===== src/rtl/seq_det_pkg.sv =====
// seq_det_pkg: shared state encoding and pattern constant for the 1101 sequence detector
package seq_det_pkg;

    localparam logic [3:0] PATTERN = 4'b1101;
    localparam int         STATE_W = 3;

    typedef logic [STATE_W-1:0] state_t;

    localparam state_t S_IDLE = 3'd0;
    localparam state_t S_1    = 3'd1;
    localparam state_t S_11   = 3'd2;
    localparam state_t S_110  = 3'd3;
    localparam state_t S_DET  = 3'd4;

    // A freshly detected "1101" leaves a trailing "1", so S_DET behaves like S_1.
    // Encodings 5..7 are unreachable and fall back to S_IDLE.
    function automatic state_t next_state(input state_t s, input logic b);
        return (s == S_IDLE) ? (b ? S_1   : S_IDLE) :
               (s == S_1)    ? (b ? S_11  : S_IDLE) :
               (s == S_11)   ? (b ? S_11  : S_110)  :
               (s == S_110)  ? (b ? S_DET : S_IDLE) :
               (s == S_DET)  ? (b ? S_11  : S_IDLE) :
                               S_IDLE;
    endfunction

endpackage


===== src/rtl/seq_det_core.sv =====
// seq_det_core: Moore FSM recognising overlapping 1101 on a serial input
module seq_det_core
    import seq_det_pkg::*;
(
    input  logic clk,
    input  logic rst,
    input  logic sin,
    output logic detected
);

    state_t state;
    state_t state_nxt;

    // Next state from the current state and the sampled bit.
    always_comb begin
        state_nxt = next_state(state, sin);
    end

    // State register; rst low clears it immediately, aborting any partial match.
    always_ff @(posedge clk or negedge rst) begin
        if (!rst)
            state <= S_IDLE;
        else
            state <= state_nxt;
    end

    // Output decoded from state only, so it never follows sin combinationally.
    always_comb begin
        detected = (state == S_DET);
    end

endmodule


===== src/rtl/seq_det_verilog_pp.sv =====
// seq_det_verilog_pp: 1101 serial sequence detector with active-low async reset
module seq_det_verilog_pp (
    input  logic clk,
    input  logic rst,
    input  logic SIn,
    output logic detected
);

    seq_det_core u_core (
        .clk      (clk),
        .rst      (rst),
        .sin      (SIn),
        .detected (detected)
    );

endmodule


===== config.mk =====
export PLATFORM = sky130hd
export DESIGN_NAME = seq_det_verilog_pp
export DESIGN_NICKNAME = d
export VERILOG_FILES = /design/src/rtl/seq_det_pkg.sv /design/src/rtl/seq_det_core.sv /design/src/rtl/seq_det_verilog_pp.sv
export SDC_FILE = /design/constraint.sdc
export NUM_CORES = 1
export LEC_CHECK = 0
export ABC_CLOCK_PERIOD_IN_PS = 1900
export CORE_AREA = 4 4 41 43
export DETAILED_ROUTE_END_ITERATION = 16
export DIE_AREA = 0 0 45 47
export HOLD_SLACK_MARGIN = 0.06
export SETUP_SLACK_MARGIN = 0.2
export SYNTH_ARGS = -nofsm -noshare
export SYNTH_HDL_FRONTEND = slang
export SYNTH_SLANG_ARGS = --single-unit

===== constraint.sdc =====
create_clock -name clk -period 1.9 [get_ports clk]
set_input_delay 0.57 -clock clk [delete_from_list [all_inputs] [get_ports clk]]
set_output_delay 0.57 -clock clk [all_outputs]
set_load 0.03 [all_outputs]

==> results.ini, run 1 <==
[global_routing]
groute.usage.overall=0.0427
overflow=0
met1_usage=0.0297
antenna_found_initial=0
busiest_layer=met4
grt_pass1_wl_um=538
met3_usage=0.0230
grt_pass1_vias=141
grt_max_degree=6
grtUsageMet2=0.0650

[worst_setup_path]
path_class=flop to output port
cpPeakStageDelay_ns=0.39
worstSetupStartpoint=u_core.state[2]
required_ns=1.33
critPathTopFamily=flip-flops
crit_buf_inv=1
slowest_stage=dfrtp_1
cp_max_fo=5
crit_chain=nor3b_2 -> buf_2
critPathArrivalTime_ns=1.01
r2r_start=u_core.state[0]
cp-start-kind=flop
end_kind=output port

[floorplan]
core_sq_um=1300
fp-row-count=13
initial_core_util=0.106
die_y_um=47
ios=4
dieArea_sq_um=2120
fp.dieW_um=45

[logic_synthesis]
yosysWarnings=0
yosysSeqAreaShare=0.545
syn_area_sq_um=138
synth_area_per_cell_sq_um=11.5
synth_cell_types=10
ys_seq_elements=3
syn_inst=12
synth_nets=15

[job]
drv_cap=0

[layout]
top_register=u_core.state
largest_reg_flops=3
layout-drive-gt1-share=0.333
n_antenna_cell=0
fin_util=0.175
largestRegisters=u_core.state: 3 flops
area_growth_pct=65.5
fin_area_sq_um=228
finalNetCount=25

[routing]
antenna_left=0
vias=125
routed_wl_um=351
drt_iter0_markers=4
firstDrtPassIters=3
routedWlPerCell_um=9.75
vias_per_cell=3.47
drc=0

[pwr]
peakVddDrop_mv=0.331
total_power_w=0.000319
leakagePower_nw=0.0981
power_density_nw_per_um2=1400

[timing]
tns_ns=0
setup_slack_ns=0.320
finalClockSkew_ns=0.00129
hold_violations=0
fmax_mhz=633
drv_slew=0
layout_min_cycle_time_ns=1.58
post-route-period-util=0.832
slew_headroom=0.890
worstMarginPinSlew_ns=0.164
rsz0062_at_grt=false
setup_viol=0

[cts]
path_clk_slew_ns=0.04
cts_buffers=3
insertion_delay_ns=0.24
cts_root_buffer=clkbuf_4
htreeDepth=1
cts_tree=yes
clock_sinks=3
cts_max_path_buffers=2

[outcome]
status=finished clean

[worst_hold_path]
hold_start=u_core.state[2]
hold_class=flop to flop

[place]
placed_cell_area_sq_um=206
io_buffers=3
place_ws_ns=0.0889
gp_congestion=0.575

power by group:
group / leakage (nW) / internal [W] / total, W / switching [W]
combinational: 0.0440 / 0.0000544 / 0.000101 / 0.0000465
clock: 0.0150 / 0.0000789 / 0.000115 / 0.0000359
sequential: 0.0391 / 0.0000864 / 0.000103 / 0.0000168
cell usage in the layout, fill, tap and decap left out, drive strengths merged:
master and count:
buf 3, clkbuf 4, clkdlybuf4s50 2, dfrtp 3
inv 1, nand2b 1, nand3b 1, nor2 1
nor3 1, nor3b 1, o221ai 1, or4bb 1
xnor2 1
what timing repair did:
item / CTS / global route
gates resized for setup: 3 / 2
hold buffers: 0 / 0
buffers inserted: 0 / 0
cloned: 0 / 0
setup endpoints to repair: 1 / 1
pin swaps: 0 / 0
synthesized netlist by cell type, drive strengths merged:
master,n,share of area
nor3b,1,0.055
nor3,1,0.036
inv,1,0.027
nand2b,1,0.045
xnor2,1,0.064
nand3b,1,0.055
or4bb,1,0.082
o221ai,1,0.064
nor2,1,0.027
dfrtp,3,0.55
area by class of cell:
type | count | area [sq um]
fill | 154 | 1070
clock buffer | 4 | 26.3
inverter | 1 | 3.75
tap | 15 | 18.8
timing repair buffer | 5 | 40.0
multi-input combinational | 8 | 63.8
sequential | 3 | 75.1
path summary, 6_finish.rpt:
| kind | cells past startpoint | to | slack, ns |
|---|---|---|---|
| max in group asynchronous | 1 | u_core.state[1] | 1.24 |
| worst min register to register | 1 | u_core.state[0] | 0.51 |
| worst min-delay path | 1 | u_core.state[0] | 0.51 |
| worst max-delay path | 2 | detected | 0.32 |
| worst max register to register | 3 | u_core.state[1] | 0.70 |
| min in group asynchronous | 1 | u_core.state[2] | 0.52 |
metal layers:
metal	wire, um	up-vias	part of all wire
met4	20	0	0.057
met1	126	55	0.36
met5	0	-	0
met3	21	2	0.060
li1	-	62	-
met2	183	6	0.52
metrics by stage:
stage / hold WS (ns) / instances
final: 0.508 / 36
after floorplan: 0.274 / 12
after global placement: 0.450 / 32
after detailed placement: 0.496 / 32
after global routing: 0.517 / 36
after CTS: 0.507 / 36
cells by family (layout without fill, tap and decap cells):
family	Yosys count	count (layout)	synth area share
simple gates	6	6	0.300
compound gates	1	1	0.0636
buf+inv	1	10	0.0272
flops	3	3	0.545
xor+xnor	1	1	0.0636
Note: power is estimated with default switching activity, not from simulation.
==> run 2, diff against run 1 <==
--- a/config.mk
+++ b/config.mk
@@ -5,7 +5,7 @@
 export SDC_FILE = /design/constraint.sdc
 export NUM_CORES = 1
 export LEC_CHECK = 0
-export ABC_CLOCK_PERIOD_IN_PS = 1900
+export ABC_CLOCK_PERIOD_IN_PS = 1600
 export CORE_AREA = 4 4 41 43
 export DETAILED_ROUTE_END_ITERATION = 16
 export DIE_AREA = 0 0 45 47
==> constraint.sdc (replaced) <==
create_clock -name clk -period 1.6 [get_ports clk]
set_input_delay 0.48 -clock clk [delete_from_list [all_inputs] [get_ports clk]]
set_output_delay 0.48 -clock clk [all_outputs]
set_load 0.03 [all_outputs]
==> run 2 against run 1 <==
Register-to-register slack got worse by 0.35 ns. Critical path depth unchanged. Clock power increased by 21%. Die area unchanged. Wire length increased by 19%. Combinational power increased by 34%. Via count is 4.8% higher. Final area rose by 8.2%. Critical endpoint unchanged. Highest routed layer is now met3.
==> results.ini, run 2 (synthesis gave the netlist of run 1 again) <==
[pwr]
power.internal_w=0.000270  ; +23%
switchingPower_w=0.000127  ; +28%
power_frac_comb=0.341  ; +0.025
peakVddDrop_mv=0.433  ; +31%
switching_share=0.320  ; +0.00862
clkPwrFrac=0.351  ; -0.009
leakagePower_nw=0.106  ; +8.5%
pwr-share-seq=0.309  ; -0.015
power_density_nw_per_um2=1610  ; +15%

[routing]
routed_wl_um=417  ; +19%
vias_per_cell=3.45  ; -0.72%
routedWlPerCell_um=11.0  ; +13%
vias=131  ; +4.8%
antenna_left=0  ; unchanged
drt_iter0_markers=0  ; -4
drc=0  ; unchanged
firstDrtPassIters=1  ; -2

[cts]
htreeDepth=1  ; unchanged
cts_root_buffer=clkbuf_4
insertion_delay_ns=0.24  ; about the same
cts_buffers=3  ; unchanged
path_clk_slew_ns=0.04  ; about the same
clock_sinks=3  ; unchanged
cts_max_path_buffers=2  ; unchanged
cts_tree=yes

[timing]
setup_viol=0  ; unchanged
post-route-period-util=0.904
hold_violations=0  ; unchanged
hold_slack_ns=0.432  ; -0.0764 ns
tns_ns=0  ; unchanged
worstMarginPinSlew_ns=0.214  ; +0.0500 ns
layout_min_cycle_time_ns=1.45
slew_headroom=0.857  ; -0.0325
fmax_mhz=692
drv_slew=0  ; unchanged
rsz0062_at_grt=true
finalClockSkew_ns=0.00587  ; +0.00458 ns

[global_routing]
grtUsageMet2=0.105  ; +0.0395
antenna_found_initial=0  ; unchanged
overflow=0  ; unchanged
grt_max_degree=6  ; unchanged
busiest_layer=met2
grt_pass1_vias=163  ; +16%
met3_usage=0.0115  ; -0.0115
groute.usage.overall=0.0522  ; +0.00945
met1_usage=0.0319  ; +0.00221
grt_pass1_wl_um=662  ; +23%

[outcome]
status=finished clean

[layout]
finalNetCount=27  ; +8.0%
fin_area_sq_um=246  ; +8.2%
layout_common_cells=5 x buf_4, 3 x clkbuf_4, 2 x clkdlybuf4s50_1, 2 x dfrtp_1
layout-drive-gt1-share=0.435  ; +0.101
largestRegisters=u_core.state: 3 flops
final_common_cell=buf_4
largest_reg_flops=3  ; unchanged
area_growth_pct=79.1
n_antenna_cell=0  ; unchanged
top_register=u_core.state

[place]
io_buffers=3  ; unchanged
gp_congestion=0.552  ; -4.1%
placed_cell_area_sq_um=196  ; -4.8%

[worst_setup_path]
required_ns=1.12  ; -0.21 ns
cp_max_fo=2  ; -3
critPathArrivalTime_ns=0.97  ; -0.04 ns
cp-start-kind=flop
path_class=flop to output port
end_kind=output port

[floorplan]
die_y_um=47  ; unchanged
initial_core_util=0.106  ; unchanged
fp.dieW_um=45  ; unchanged
dieArea_sq_um=2120  ; unchanged
ios=4  ; unchanged
core_sq_um=1300  ; unchanged
fp-row-count=13  ; unchanged

[job]
drv_cap=0  ; unchanged

[worst_hold_path]
hold_class=input port to async pin

run 2: cell types whose count changed in the layout (fill, tap and decap cells not counted):
cell,previous run,this run
buf_4,2,5
dfrtp_2,0,1
dfrtp_1,3,2
buf_2,1,0
run 2: final cells by class:
cell class | count | area, sq um
Multi-Input combinational cell | 8 | 63.8
Fill cell | 157 | 1050
Clock buffer | 4 | 26.3
Tap cell | 15 | 18.8
Inverter | 1 | 3.75
Timing Repair Buffer | 7 | 57.6
Sequential cell | 3 | 76.3
run 2: what timing repair did:
| action | in CTS | in global routing |
|---|---|---|
| resized for setup | 1 | 0 |
| hold buffers | 0 | 0 |
| pin swaps | 0 | 1 |
| endpoints found under the setup margin | 1 | 2 |
| buffers inserted | 3 | 0 |
run 2: worst max-delay path: stages (launching register included):
cell and delay [ns]:
dfrtp_2 0.40, nor3b_2 0.15, buf_4 0.18
run 2: metal layers:
metal	part of all wire	up-vias
met3	0.031	0
li1	-	66
met2	0.70	3
met1	0.27	62
met5	0	-
met4	0	0
run 2: final timing paths:
kind / startpoint / to / slack [ns] / depth (start not counted)
setup / recovery: u_core.state[1] / detected / 0.15 / 2
hold / removal: rst / u_core.state[1] / 0.43 / 1
setup reg to reg: u_core.state[1] / u_core.state[1] / 0.35 / 3
hold reg to reg: u_core.state[2] / u_core.state[0] / 0.53 / 2
max in group asynchronous: rst / u_core.state[1] / 1.00 / 1
min in group clk: u_core.state[2] / u_core.state[0] / 0.53 / 2
run 2: power groups by stage:
stage	registers [W]	clock network [W]	logic, W
after floorplan	0.000133	0	0.0000518
after global routing	0.000128	0.000146	0.000148
after CTS	0.000121	0.000142	0.000132
after global placement	0.000135	0	0.0000659
after detailed placement	0.000142	0	0.0000726
final	0.000123	0.000139	0.000135
run 2: stage by stage:
stage,total power (W),instances,utilization,setup slack [ns]
3_3_place_gp,0.000201,31,0.151,0.0167
3_5_place_dp,0.000215,31,0.151,-0.0181
6_report,0.000397,38,0.189,0.154
5_1_grt,0.000421,38,0.189,0.0901
2_1_floorplan,0.000185,12,-,0.252
4_1_cts,0.000396,38,0.189,0.142
==> run 3, diff against run 2 <==
--- a/config.mk
+++ b/config.mk
@@ -10,6 +10,7 @@
 export DETAILED_ROUTE_END_ITERATION = 16
 export DIE_AREA = 0 0 45 47
 export HOLD_SLACK_MARGIN = 0.06
+export PLACE_DENSITY = 0.3
 export SETUP_SLACK_MARGIN = 0.2
 export SYNTH_ARGS = -nofsm -noshare
 export SYNTH_HDL_FRONTEND = slang
==> run 3 against run 2 <==
First-iteration DRC count up 3. Die area is the same. Utilization down 0.096 points. Clock power decreased by 5%. Global-route usage down 1.3 points. Sequential share of layout area shrank 0.35 points. Register-to-register slack better by 0.06 ns. Maximum frequency grew 0.26%. Combinational power shrank 6%.
==> results.ini, run 3 (synthesis gave the netlist of run 1 again) <==
[pwr]
leakagePower_nw=0.108  ; +1.2%
peakVddDrop_mv=0.480  ; +11%
power_density_nw_per_um2=1560  ; -3.3%

[worst_setup_path]
end_kind=output port
r2r_slack_ns=0.41  ; +0.06 ns
worstSetupStartpoint=u_core.state[1]
crit_buf_inv=1  ; unchanged
cp_max_fo=2  ; unchanged
critPathTopFamily=flip-flops
r2r-end=u_core.state[1]
crit_chain=nor3b_2 -> buf_4
slowest_stage=dfrtp_1
path_class=flop to output port
reg2reg_depth=3  ; unchanged
required_ns=1.12  ; about the same
r2r_start=u_core.state[1]
critPathArrivalTime_ns=0.96  ; about the same
cp-start-kind=flop
cpPeakStageDelay_ns=0.38  ; -0.02 ns

[layout]
n_antenna_cell=0  ; unchanged
final_common_cell=buf_4
layout-drive-gt1-share=0.391  ; -0.0435
finalNetCount=27  ; unchanged
area_growth_pct=78.2
multi_input_area_sq_um=63.8  ; unchanged
largest_reg_flops=3  ; unchanged
largestRegisters=u_core.state: 3 flops
layout_common_cells=5 x buf_4, 3 x clkbuf_4, 3 x dfrtp_1, 2 x clkdlybuf4s50_1
fill_cells=150  ; -4.5%
fin_util=0.188  ; -0.000961
top_register=u_core.state
seq_area_sq_um=75.1  ; -1.6%

[global_routing]
grt_pass1_wl_um=503  ; -24%
groute.usage.overall=0.0388  ; -0.0133
grt_pass1_vias=135  ; -17%
antenna_found_initial=0  ; unchanged
grt_max_degree=6  ; unchanged
overflow=0  ; unchanged

[timing]
setup_viol=0  ; unchanged
fmax_mhz=694  ; +0.26%
worstMarginPinSlew_ns=0.215  ; +0.000175 ns
post-route-period-util=0.901  ; -0.00233
finalClockSkew_ns=0.000172  ; -0.00570 ns
drv_slew=0  ; unchanged
rsz0062_at_grt=true
hold_violations=0  ; unchanged
slew_headroom=0.856  ; -0.00122
tns_ns=0  ; unchanged
layout_min_cycle_time_ns=1.44  ; -0.00373 ns

[cts]
cts_root_buffer=clkbuf_4
path_clk_slew_ns=0.04  ; about the same
cts_max_path_buffers=2  ; unchanged
cts_buffers=3  ; unchanged
clock_sinks=3  ; unchanged
insertion_delay_ns=0.23  ; about the same
cts_tree=yes
postCtsHoldBufs=0  ; unchanged
htreeDepth=1  ; unchanged

[outcome]
status=finished clean

[floorplan]
fp-row-count=13  ; unchanged
fp.dieW_um=45  ; unchanged
core_sq_um=1300  ; unchanged
die_y_um=47  ; unchanged
ios=4  ; unchanged
dieArea_sq_um=2120  ; unchanged
initial_core_util=0.106  ; unchanged

[routing]
firstDrtPassIters=2  ; +1
dr_wl_met2_um=93  ; -68%
routedWlPerCell_um=7.95  ; -28%
drc=0  ; unchanged
highest_layer=met4
wl_met1_um=155  ; +37%
vias=122  ; -6.9%
routed_wl_um=302  ; -28%
antenna_left=0  ; unchanged
route.met3.wl_um=35  ; +170%
drt_iter0_markers=3  ; +3
vias_per_cell=3.21  ; -6.9%

[job]
drv_cap=0  ; unchanged

[worst_hold_path]
hold_class=input port to async pin

[place]
gp_congestion=0.534  ; -3.2%
io_buffers=3  ; unchanged

## run 3: cell counts in the layout (fill, tap and decap cells not counted)
Identical to the previous run, type by type.
## run 3: stage by stage
step	std cells	total power, W	setup slack (ns)	instance area, sq um	hold WS [ns]
after floorplan	12	0.000185	0.252	143	0.184
after global placement	31	0.000214	-0.0421	196	0.487
after detailed placement	31	0.000211	-0.00935	196	0.483
after CTS	36	0.000367	0.115	230	0.419
after global routing	38	0.000409	0.104	245	0.433
final	38	0.000382	0.158	245	0.427
## run 3: worst max-delay path by stage
stage	to	slack (ns)	cells past startpoint
2_1_floorplan	detected	0.25	1
3_3_place_gp	u_core.state[1]	-0.04	3
3_5_place_dp	u_core.state[1]	-0.009	3
4_1_cts	detected	0.12	2
5_1_grt	detected	0.10	2
6_report	detected	0.16	2
## run 3: worst reg2reg max path: cells and delay by family (launching register included)
family	cells	cell delay (ns)
flops	1	0.38
buf+inv	1	0.16
simple gates	1	0.47
compound gates	1	0.09
## run 3: metal layers
layer	up-vias	global-route usage
met5	-	0
met4	0	0.0702
met3	2	0.0153
met2	6	0.0339
met1	49	0.0482
li1	65	-
## run 3: cell type report
class                           count  share of cell area
Clock buffer                        4               0.107
Inverter                            1              0.0153
Multi-Input combinational cell      8               0.260
Sequential cell                     3               0.306
Tap cell                           15              0.0765
Timing Repair Buffer                7               0.235
## run 3: what timing repair did
action | 4_1_cts | 5_1_grt
hold endpoints to repair | 0 | 0
cloned | 0 | 0
pin swaps | 1 | 1
buffers inserted | 1 | 2
endpoints found under the setup margin | 1 | 2
resized for setup | 0 | 0
## run 3: power breakdown
part | total [W] | internal [W] | switching [W]
clock | 0.000132 | 0.0000934 | 0.0000388
combinational | 0.000127 | 0.0000713 | 0.0000556
sequential | 0.000123 | 0.000103 | 0.0000203
total | 0.000382 | 0.000267 | 0.000115
